<file path="src/rtl/uc_mult_fsm_pkg.sv">
// Shared definitions for the shift-and-add multiplier control unit: 3-bit binary
// state encoding and the iteration-counter width derivation.
package uc_mult_fsm_pkg;

  typedef enum logic [2:0] {
    ST_IDLE  = 3'd0,
    ST_INIT  = 3'd1,
    ST_TEST  = 3'd2,
    ST_ADD   = 3'd3,
    ST_SHIFT = 3'd4,
    ST_DONE  = 3'd5
  } state_e;

  // The counter must be able to hold N, the value it reaches on the final SHIFT.
  function automatic int cnt_width(input int n);
    return $clog2(n + 1);
  endfunction

endpackage

</file>
<file path="src/rtl/uc_mult_fsm_contador_iter.sv">
// Iteration counter for uc_mult_fsm: synchronous clear (priority over enable),
// increment enable and a terminal-count flag raised when the count equals N-1.
module contador_iter
  import uc_mult_fsm_pkg::*;
#(
  parameter int N = 4
) (
  input  logic clk,
  input  logic reset_n,
  input  logic clr,
  input  logic en,
  output logic tc
);

  localparam int CW = cnt_width(N);
  localparam logic [CW-1:0] LAST = CW'(N - 1);

  logic [CW-1:0] r_cnt;

  always_ff @(posedge clk or negedge reset_n) begin
    if (!reset_n)  r_cnt <= '0;
    else if (clr)  r_cnt <= '0;
    else if (en)   r_cnt <= r_cnt + 1'b1;
  end

  assign tc = (r_cnt == LAST);

endmodule

</file>
<file path="src/rtl/uc_mult_fsm.sv">
// Moore control FSM for the N-bit shift-and-add multiplier datapath (M, A, Q).
// Optional abort input enabled by defining UC_MULT_ABORT_EN.
module uc_mult_fsm
  import uc_mult_fsm_pkg::*;
#(
  parameter int N = 4
) (
  input  logic clk,
  input  logic reset_n,
  input  logic start,
  input  logic q0,
`ifdef UC_MULT_ABORT_EN
  input  logic abort,
`endif
  output logic CargaM,
  output logic CargaQ,
  output logic ResetA,
  output logic CargaA,
  output logic DesplazaQ,
  output logic Ocupado,
  output logic Fin
);

  state_e r_state;
  state_e w_next;
  logic   w_clr;
  logic   w_inc;
  logic   w_tc;
  logic   w_abort;

`ifdef UC_MULT_ABORT_EN
  assign w_abort = abort;
`else
  assign w_abort = 1'b0;
`endif

  contador_iter #(.N(N)) u_cnt (
    .clk     (clk),
    .reset_n (reset_n),
    .clr     (w_clr),
    .en      (w_inc),
    .tc      (w_tc)
  );

  always_ff @(posedge clk or negedge reset_n) begin
    if (!reset_n) r_state <= ST_IDLE;
    else          r_state <= w_next;
  end

  always_comb begin
    w_next = ST_IDLE;
    w_clr  = 1'b0;
    w_inc  = 1'b0;
    case (r_state)
      ST_IDLE:  w_next = start ? ST_INIT : ST_IDLE;
      ST_INIT: begin
        w_next = ST_TEST;
        w_clr  = 1'b1;
      end
      ST_TEST:  w_next = q0 ? ST_ADD : ST_SHIFT;
      ST_ADD:   w_next = ST_SHIFT;
      ST_SHIFT: begin
        w_inc  = 1'b1;
        w_next = w_tc ? ST_DONE : ST_TEST;
      end
      ST_DONE:  w_next = ST_IDLE;
      default:  w_next = ST_IDLE;
    endcase
    // Abort wins over every transition while busy and restarts the count.
    if (w_abort && (r_state inside {ST_INIT, ST_TEST, ST_ADD, ST_SHIFT})) begin
      w_next = ST_IDLE;
      w_clr  = 1'b1;
      w_inc  = 1'b0;
    end
  end

  always_comb begin
    CargaM    = 1'b0;
    CargaQ    = 1'b0;
    ResetA    = 1'b0;
    CargaA    = 1'b0;
    DesplazaQ = 1'b0;
    Ocupado   = 1'b0;
    Fin       = 1'b0;
    case (r_state)
      ST_INIT: begin
        CargaM  = 1'b1;
        CargaQ  = 1'b1;
        ResetA  = 1'b1;
        Ocupado = 1'b1;
      end
      ST_TEST:  Ocupado = 1'b1;
      ST_ADD: begin
        CargaA  = 1'b1;
        Ocupado = 1'b1;
      end
      ST_SHIFT: begin
        DesplazaQ = 1'b1;
        Ocupado   = 1'b1;
      end
      ST_DONE:  Fin = 1'b1;
      default: ;
    endcase
  end

endmodule

</file>
<file path="config.mk">
export PLATFORM = sky130hd
export DESIGN_NAME = uc_mult_fsm
export DESIGN_NICKNAME = d
export VERILOG_FILES = /design/src/rtl/uc_mult_fsm_pkg.sv /design/src/rtl/uc_mult_fsm_contador_iter.sv /design/src/rtl/uc_mult_fsm.sv
export SDC_FILE = /design/constraint.sdc
export NUM_CORES = 1
export LEC_CHECK = 0
export BUFFER_PORTS_ARGS = -buffer_cell sky130_fd_sc_hd__clkbuf_2
export CAP_MARGIN = 5
export CORE_AREA = 2 2 39 41
export DETAILED_ROUTE_END_ITERATION = 8
export DIE_AREA = 0 0 41 43
export PLACE_DENSITY = 0.61
export SLEW_MARGIN = 15
export SYNTH_ARGS = -nofsm -noshare
export SYNTH_HDL_FRONTEND = slang
export SYNTH_SLANG_ARGS = --single-unit
export TNS_END_PERCENT = 1
</file>
<file path="constraint.sdc">
create_clock -name clk -period 1.6 [get_ports clk]
set_input_delay 0.32 -clock clk [delete_from_list [all_inputs] [get_ports clk]]
set_output_delay 0.32 -clock clk [all_outputs]
set_load 0.05 [all_outputs]
</file>
==> flow_metrics.py, run 1 <==
metrics = {
    "floorplanning": {
        "die_area_um2": 1760,
        "fp.dieH_um": 43,
        "die_w_um": 41,
        "initial_core_util": 0.299,
        "row_count": 14,
        "core-area_um2": 1380,
        "num_io_pins": 11,
    },
    "sta": {
        "period_share": 0.972,
        "setup_viol": 0,
        "fin_skew_ps": 2.04,
        "rsz0062_at_grt": "true",
        "max_slew_margin": 0.852,
        "fmax_ghz": 0.643,
        "finalHoldViolations": 0,
        "worst_pin_slew_ps": 220,
        "min_period_ps": 1550,
        "drv_slew": 0,
        "whs_ps": 357,
    },
    "worst_setup_path": {
        "rrSetupSlack_ps": 230,
        "timing.rr.start": "r_state[2]",
        "cp_data_arrival_time_ps": 1230,
        "cp_slowest_cell": "dfrtp_2",
        "cp-end-kind": "primary output",
        "cp-start-kind": "register",
        "worst_path_dominant_cell_family": "flip-flops",
        "crit_required_ps": 1280,
        "reg2reg_depth": 4,
        "critPathMaxFanout": 8,
        "rr_endpoint": "u_cnt.r_cnt[2]",
        "slowest_delay_ps": 470,
        "critPathKind": "register to primary output",
        "path_cells": "inv_2 -> nor3_2 -> buf_4",
        "path_buf_inv": 2,
    },
    "final_layout": {
        "layout_common_cells": "9 x buf_4, 7 x clkbuf_4, 4 x nand2_1",
        "fillers": 139,
        "antenna_cells": 0,
        "layout-drive-gt1-share": 0.508,
        "fin_nets": 67,
        "area_growth_pct": 35.6,
        "final_common_cell": "buf_4",
    },
    "cts": {
        "clockBufferDepth": 2,
        "worstSkewPairLatency_ps": 240,
        "cts_buffers": 3,
        "clk_pin_slew_worst_paths_ps": 40,
        "cts_root_buf": "clkbuf_4",
        "cts_tree": "built",
        "clkSinkCount": 6,
        "cts-htree-levels": 1,
    },
    "place": {
        "gp_congestion": 0.841,
        "place_hpwl_um": 647,
        "numPortBuffers": 10,
    },
    "global_routing": {
        "antenna_found_initial": 0,
        "grt_max_degree": 10,
        "overflow": 0,
        "grt_pass1_wl_mm": 1.37,
        "grt_pass1_vias": 335,
        "grt_use_total": 0.119,
    },
    "synthesis": {
        "synth_cell_type_count": 26,
        "synth.mux.area_fraction": 0.0272,
        "synthAdderAreaFrac": 0.0604,
        "postSynthAreaPerCell_um2": 9.41,
        "synth_fp_nets": 50,
        "synthXorXnorAreaFrac": 0.0211,
        "syn-cell-area_um2": 414,
        "synth-seq-cells": 6,
        "ys.flop_type": "dfrtp_1",
        "synth_top_area_frac": 0.363,
        "yosysSeqAreaShare": 0.363,
        "synthArstFlopShare": 1.00,
        "synth_edf_count": 0,
        "yosysWarnings": 0,
        "yosys-top-cells-area": "dfrtp_1 36%, ha_1 6.0%, buf_6 5.4%",
        "syn_inst": 44,
        "yosys.area_share.simple": 0.224,
        "yosys.area.top_type": "dfrtp_1",
        "synth_top_family_by_area": "simple AND/OR/NAND/NOR gates",
        "synth_compound_area_frac": 0.166,
    },
    "hold_path": {
        "min_from": "q0",
        "hp-class": "input port to register",
        "whs_path_depth": 3,
        "hold_end": "r_state[1]",
    },
    "routing": {
        "via_per_inst": 4.80,
        "routed_wl_um": 856,
        "routedWlPerCell_um": 11.4,
        "drtAntennaViolNets": 0,
        "vias": 360,
        "drt_pass1_iterations": 4,
        "drc": 0,
        "drtIter0Drc": 4,
    },
    "run_status": {
        "status": "complete, no violations",
    },
    "flow_run": {
        "drv_cap": 0,
    },
}
==> metrics by stage <==
stage,cell area (µm²),cells,setup slack (ps),TNS (ps),util
after floorplan,424,44,-301,-743,-
after global placement,467,67,91.9,0,0.337
after detailed placement,467,67,127,0,0.337
after CTS,514,71,-46.2,-150,0.372
after global routing,562,75,-8.10,-23.4,0.406
final,562,75,45.5,0,0.406
==> cells by family after synthesis <==
kind of cell,Yosys count
muxes,1
DFF,6
adders and majority gates,2
AOI/OAI and AO/OA,9
and+or+nand+nor,16
buffers and inverters,9
xor gates and xnor gates,1
==> cell usage after synthesis, types with 2 or more instances <==
| cell type | number |
|---|---|
| dfrtp_1 | 6 |
| nand2_1 | 4 |
| inv_1 | 3 |
| a211oi_1 | 2 |
| buf_4 | 2 |
| buf_6 | 2 |
| ha_1 | 2 |
| nand2b_1 | 2 |
| nor2b_1 | 2 |
| nor3_1 | 2 |
| nor3b_1 | 2 |
==> area by class of cell <==
type	instances	area, µm²	share of cell area
well taps	16	20.0	0.0356
repair buffers	17	123	0.218
inverters	4	15.0	0.0267
multi-input cells	29	228	0.405
clock buffers	3	22.5	0.0401
flip-flops and latches	6	154	0.274
==> worst max path at each step <==
stage | start | slack, ps | cells after the start | endpoint
final | r_state[2] | 50 | 3 | DesplazaQ
after global placement | r_state[1] | 90 | 3 | CargaA
after CTS | r_state[0] | -50 | 2 | CargaM
after detailed placement | r_state[1] | 130 | 3 | CargaA
after global routing | r_state[2] | -8 | 2 | ResetA
after floorplan | r_state[2] | -300 | 3 | CargaQ
==> state kept, by name, summed over array words and instances (netlist names) <==
| signal | count |
|---|---|
| r_state | 3 |
| u_cnt.r_cnt | 3 |
==> metal layers <==
layer / vias up / global-route usage / part of all wire
met1: 169 / 0.144 / 0.46
met3: 2 / 0.0471 / 0.022
met4: 0 / 0.0800 / 0.0093
met2: 6 / 0.166 / 0.51
met5: - / 0 / 0
li1: 183 / - / -
==> timing repair <==
action,in CTS,in global routing
hold buffers,1,0
pin swaps,0,0
gates resized for setup,7,11
endpoints found under the setup margin,7,7
endpoints found under the hold margin,6,0
setup buffers,0,4
==> worst reg2reg max path: stages (launching register included) <==
cell and delay [ps]:
dfrtp_2 480, buf_4 170, buf_4 130, a21o_1 200, a211o_1 290
Power of run 1 is left out: the tool's default activity adds up to more than one toggle a clock period on the data nets, which glitch-free logic cannot reach.
==> run 2: changes to the inputs <==
Settings changed: CORE_AREA 2 2 39 41 to unset, CORE_MARGIN set to 2, CORE_UTILIZATION set to 30, DIE_AREA 0 0 41 43 to unset, PLACE_DENSITY 0.61 to 0.59.
==> run 2 against run 1 <==
Routed wire length shrank 12%. Utilization rose by 1.2 points. Sequential share of layout area increased by 0.88 points. Setup slack got worse by 14 ps. Die area shrank 3.9%. Via count fell by 9.7%. Final cell count shrank 5.3%. Count of clock-buffer cells in the layout is the same. Hold slack got worse by 8.1 ps. Fmax down 0.92%. Non-clock buffer count shrank 3. Register-to-register slack better by 80 ps.
==> flow_metrics.py, run 2 (synthesized netlist as in run 1, its figures left out) <==
metrics = {
    "global_routing": {
        "grt_use_total": 0.101,
        "grt_pass1_vias": 231,
        "grt_pass1_wl_mm": 1.01,
        "grt_max_degree": 10,
        "overflow": 0,
        "antenna_found_initial": 0,
    },
    "cts": {
        "cts_tree": "built",
        "clk_pin_slew_worst_paths_ps": 40,
        "cts_buffers": 3,
        "clockBufferDepth": 2,
        "cts_root_buf": "clkbuf_4",
        "clkSinkCount": 6,
        "worstSkewPairLatency_ps": 230,
        "cts-htree-levels": 1,
    },
    "final_layout": {
        "final_common_cell": "buf_4",
        "fin_nets": 64,
        "area_growth_pct": 31.4,
        "stdcell_count": 71,
        "largestRegisters": "r_state (3), u_cnt.r_cnt (3)",
        "antenna_cells": 0,
        "layout-drive-gt1-share": 0.464,
        "layout_common_cells": "7 x buf_4, 5 x clkbuf_4, 4 x nand2_1",
    },
    "sta": {
        "min_period_ps": 1570,
        "rsz0062_at_grt": "true",
        "fin_skew_ps": 0.927,
        "period_share": 0.981,
        "setup_viol": 0,
        "drv_slew": 0,
        "whs_ps": 349,
        "max_slew_margin": 0.850,
        "finalHoldViolations": 0,
        "setup-tns-final_ps": 0,
        "worst_pin_slew_ps": 224,
        "fmax_ghz": 0.637,
        "fin_ws_ps": 31.1,
    },
    "floorplanning": {
        "num_io_pins": 11,
        "die_area_um2": 1690,
        "row_count": 13,
        "core-area_um2": 1300,
        "fp.dieH_um": 41.2,
        "die_w_um": 41.2,
        "initial_core_util": 0.318,
    },
    "worst_setup_path": {
        "critPathKind": "register to primary output",
        "timing.rr.start": "u_cnt.r_cnt[0]",
        "critPathMaxFanout": 8,
        "crit_start": "r_state[2]",
        "crit_path_end": "ResetA",
        "rrSetupSlack_ps": 310,
        "cp-start-kind": "register",
        "reg2reg_depth": 4,
        "cp_data_arrival_time_ps": 1250,
        "cp-end-kind": "primary output",
        "rr_endpoint": "r_state[0]",
        "crit_required_ps": 1280,
    },
    "place": {
        "place_inst": 66,
        "numPortBuffers": 10,
        "pre_cts_slack_ps": 128,
        "place_hpwl_um": 559,
        "gp_congestion": 0.730,
    },
    "routing": {
        "vias": 325,
        "via_per_inst": 4.58,
        "routed_wl_um": 752,
        "drtAntennaViolNets": 0,
        "drtIter0Drc": 4,
        "drt_pass1_iterations": 2,
        "routedWlPerCell_um": 10.6,
        "drc": 0,
    },
    "run_status": {
        "status": "complete, no violations",
    },
    "flow_run": {
        "drv_cap": 0,
    },
    "hold_path": {
        "hp-class": "input port to register",
    },
}
==> run 2: metrics by stage <==
step	area [µm²]	util
final	544	0.418
after global routing	544	0.418
after CTS	517	0.397
after detailed placement	465	0.358
after global placement	465	0.358
after floorplan	424	-
==> run 2: cell type report <==
class / count / area, µm²
Tap cell: 15 / 18.8
Clock buffer: 3 / 22.5
Multi-Input combinational cell: 29 / 230
Inverter: 4 / 15.0
Timing Repair Buffer: 14 / 104
Sequential cell: 6 / 154
Fill cell: 138 / 757
==> run 2: repair_timing <==
| action | CTS | global route |
|---|---|---|
| gates cloned | 0 | 0 |
| hold buffers | 1 | 0 |
| gates resized for setup | 8 | 11 |
| pin swaps | 0 | 0 |
| buffers inserted | 0 | 1 |
| endpoints found under the setup margin | 7 | 7 |
| hold endpoints to repair | 6 | 0 |
==> run 2: layer usage <==
layer / up-vias / track usage / wire length (µm)
met4: 0 / 0.0968 / 0
met2: 5 / 0.109 / 377
met1: 148 / 0.145 / 356
met5: - / 0 / 0
li1: 172 / - / -
met3: 0 / 0.0326 / 19
==> run 2: worst min path at each step <==
stage                  from         end  slack [ps]  cells after the start
global placement    reset_n  r_state[1]         150                      1
CTS                      q0  r_state[0]         340                      3
global route             q0  r_state[0]         360                      3
finish                   q0  r_state[0]         350                      3
detailed placement  reset_n  r_state[1]         150                      1
floorplan           reset_n  r_state[0]          20                      0
==> run 2: critical path: stages, from the launching register on <==
cell	delay [ps]
dfrtp_2	480
nor3b_4	250
clkbuf_4	280
Power of run 2 is left out for the same reason.
==> run 3: changes to the inputs <==
Settings changed: RECOVER_POWER set to 50, TNS_END_PERCENT 1 to 50.
==> run 3 against run 2 <==
First-iteration DRC count fell by 50%. Critical endpoint unchanged. Global-route usage rose by 0.96 points. Sequential share of layout area rose by 0.36 points. Critical path depth did not move. Fmax rose by 0.29%. Hold slack improved by 2.3 ps. Die area did not move. Via count rose by 3.7%. Non-clock buffer count did not move.
==> flow_metrics.py, run 3 (synthesized netlist as in run 1, its figures left out) <==
metrics = {
    "worst_setup_path": {
        "path_cells": "nor3b_4 -> clkbuf_4",
        "reg2reg_depth": 4,
        "worst_path_dominant_cell_family": "flip-flops",
        "rr_endpoint": "r_state[0]",
        "path_buf_inv": 1,
        "critPathKind": "register to primary output",
        "cp_slowest_cell": "dfrtp_2",
        "cp-end-kind": "primary output",
        "cp-start-kind": "register",
        "timing.rr.start": "u_cnt.r_cnt[0]",
        "rrSetupSlack_ps": 300,
        "crit_required_ps": 1280,
        "slowest_delay_ps": 480,
        "critPathMaxFanout": 8,
        "cp_data_arrival_time_ps": 1240,
    },
    "run_status": {
        "status": "complete, no violations",
    },
    "routing": {
        "drtIter0Drc": 2,
        "vias": 337,
        "routedWlPerCell_um": 10.3,
        "drtAntennaViolNets": 0,
        "routed_wl_um": 732,
        "drc": 0,
        "via_per_inst": 4.75,
        "drt_pass1_iterations": 2,
    },
    "global_routing": {
        "antenna_found_initial": 0,
        "overflow": 0,
        "grt_max_degree": 9,
        "grt_use_total": 0.111,
        "grt_pass1_wl_mm": 1.17,
        "grt_pass1_vias": 284,
    },
    "final_layout": {
        "layout_common_cells": "7 x buf_4, 6 x clkbuf_4, 4 x nand2_1, 4 x dfrtp_1, 3 x inv_1",
        "fin_nets": 64,
        "fin_area_um2": 533,
        "final_common_cell": "buf_4",
        "antenna_cells": 0,
        "largestRegisters": "r_state (3), u_cnt.r_cnt (3)",
        "area_growth_pct": 28.7,
        "layout-drive-gt1-share": 0.429,
    },
    "floorplanning": {
        "die_area_um2": 1690,
        "core-area_um2": 1300,
        "fp.dieH_um": 41.2,
        "row_count": 13,
        "initial_core_util": 0.318,
        "die_w_um": 41.2,
        "num_io_pins": 11,
    },
    "hold_path": {
        "min_from": "q0",
        "hp-class": "input port to register",
        "hold_end": "r_state[0]",
        "whs_path_depth": 3,
    },
    "cts": {
        "cts_tree": "built",
        "cts_root_buf": "clkbuf_4",
        "cts-htree-levels": 1,
        "clockBufferDepth": 2,
        "post-cts-setup-buffers": 0,
        "clkSinkCount": 6,
        "worstSkewPairLatency_ps": 240,
        "cts_buffers": 3,
        "clk_pin_slew_worst_paths_ps": 40,
    },
    "sta": {
        "setup_viol": 0,
        "max_slew_margin": 0.775,
        "worst_pin_slew_ps": 338,
        "min_period_ps": 1560,
        "period_share": 0.978,
        "fin_skew_ps": 2.48,
        "fmax_ghz": 0.639,
        "drv_slew": 0,
        "finalHoldViolations": 0,
        "rsz0062_at_grt": "true",
    },
    "place": {
        "place_area_um2": 479,
        "gp_congestion": 0.725,
        "place_hpwl_um": 583,
        "numPortBuffers": 10,
    },
    "flow_run": {
        "drv_cap": 0,
    },
}
## run 3: worst min-delay path: cells and delay by family
| family | cells | cell delay (ps) |
|---|---|---|
| buf+inv | 1 | 100 |
| simple gates | 1 | 60 |
| compound gates | 1 | 60 |
## run 3: stage by stage
| stage | instances | util | worst slack [ps] | setup TNS, ps | hold WS, ps |
|---|---|---|---|---|---|
| finish | 71 | 0.410 | 35.6 | 0 | 351 |
| global route | 71 | 0.410 | -35.4 | -108 | 373 |
| CTS | 71 | 0.407 | 4.35 | 0 | 347 |
| detailed placement | 67 | 0.368 | 176 | 0 | 154 |
| global placement | 67 | 0.368 | 162 | 0 | 154 |
| floorplan | 44 | - | -152 | -302 | 24.4 |
## run 3: routing by layer
metal,GRT usage,vias up,routed length (µm),part of all wire
met2,0.133,5,349,0.48
met4,0.0968,0,6,0.0082
met1,0.153,152,360,0.49
met3,0.0326,2,16,0.022
li1,-,178,-,-
met5,0,-,0,0
## run 3: what timing repair did
item                                   CTS  global route
setup endpoints to repair                7             7
hold buffers                             1             0
resized for setup                        8             7
endpoints found under the hold margin    6             0
cloned                                   0             0
pin swaps                                0             0
## run 3: worst max path at each step
stage               endpoint  cells after the start  startpoint  slack (ps)
floorplan            Ocupado                      3  r_state[0]        -150
global placement      CargaA                      3  r_state[1]         160
detailed placement    CargaA                      3  r_state[2]         180
CTS                   CargaA                      3  r_state[2]           4
global route          CargaM                      2  r_state[2]         -40
finish                ResetA                      2  r_state[2]          40
## run 3: layout make-up
type                            count  area, µm²
Clock buffer                        3       22.5
Fill cell                         131        768
Inverter                            4       15.0
Multi-Input combinational cell     29        225
Sequential cell                     6        153
Tap cell                           15       18.8
Timing Repair Buffer               14       98.8
Power of run 3 is left out for the same reason.
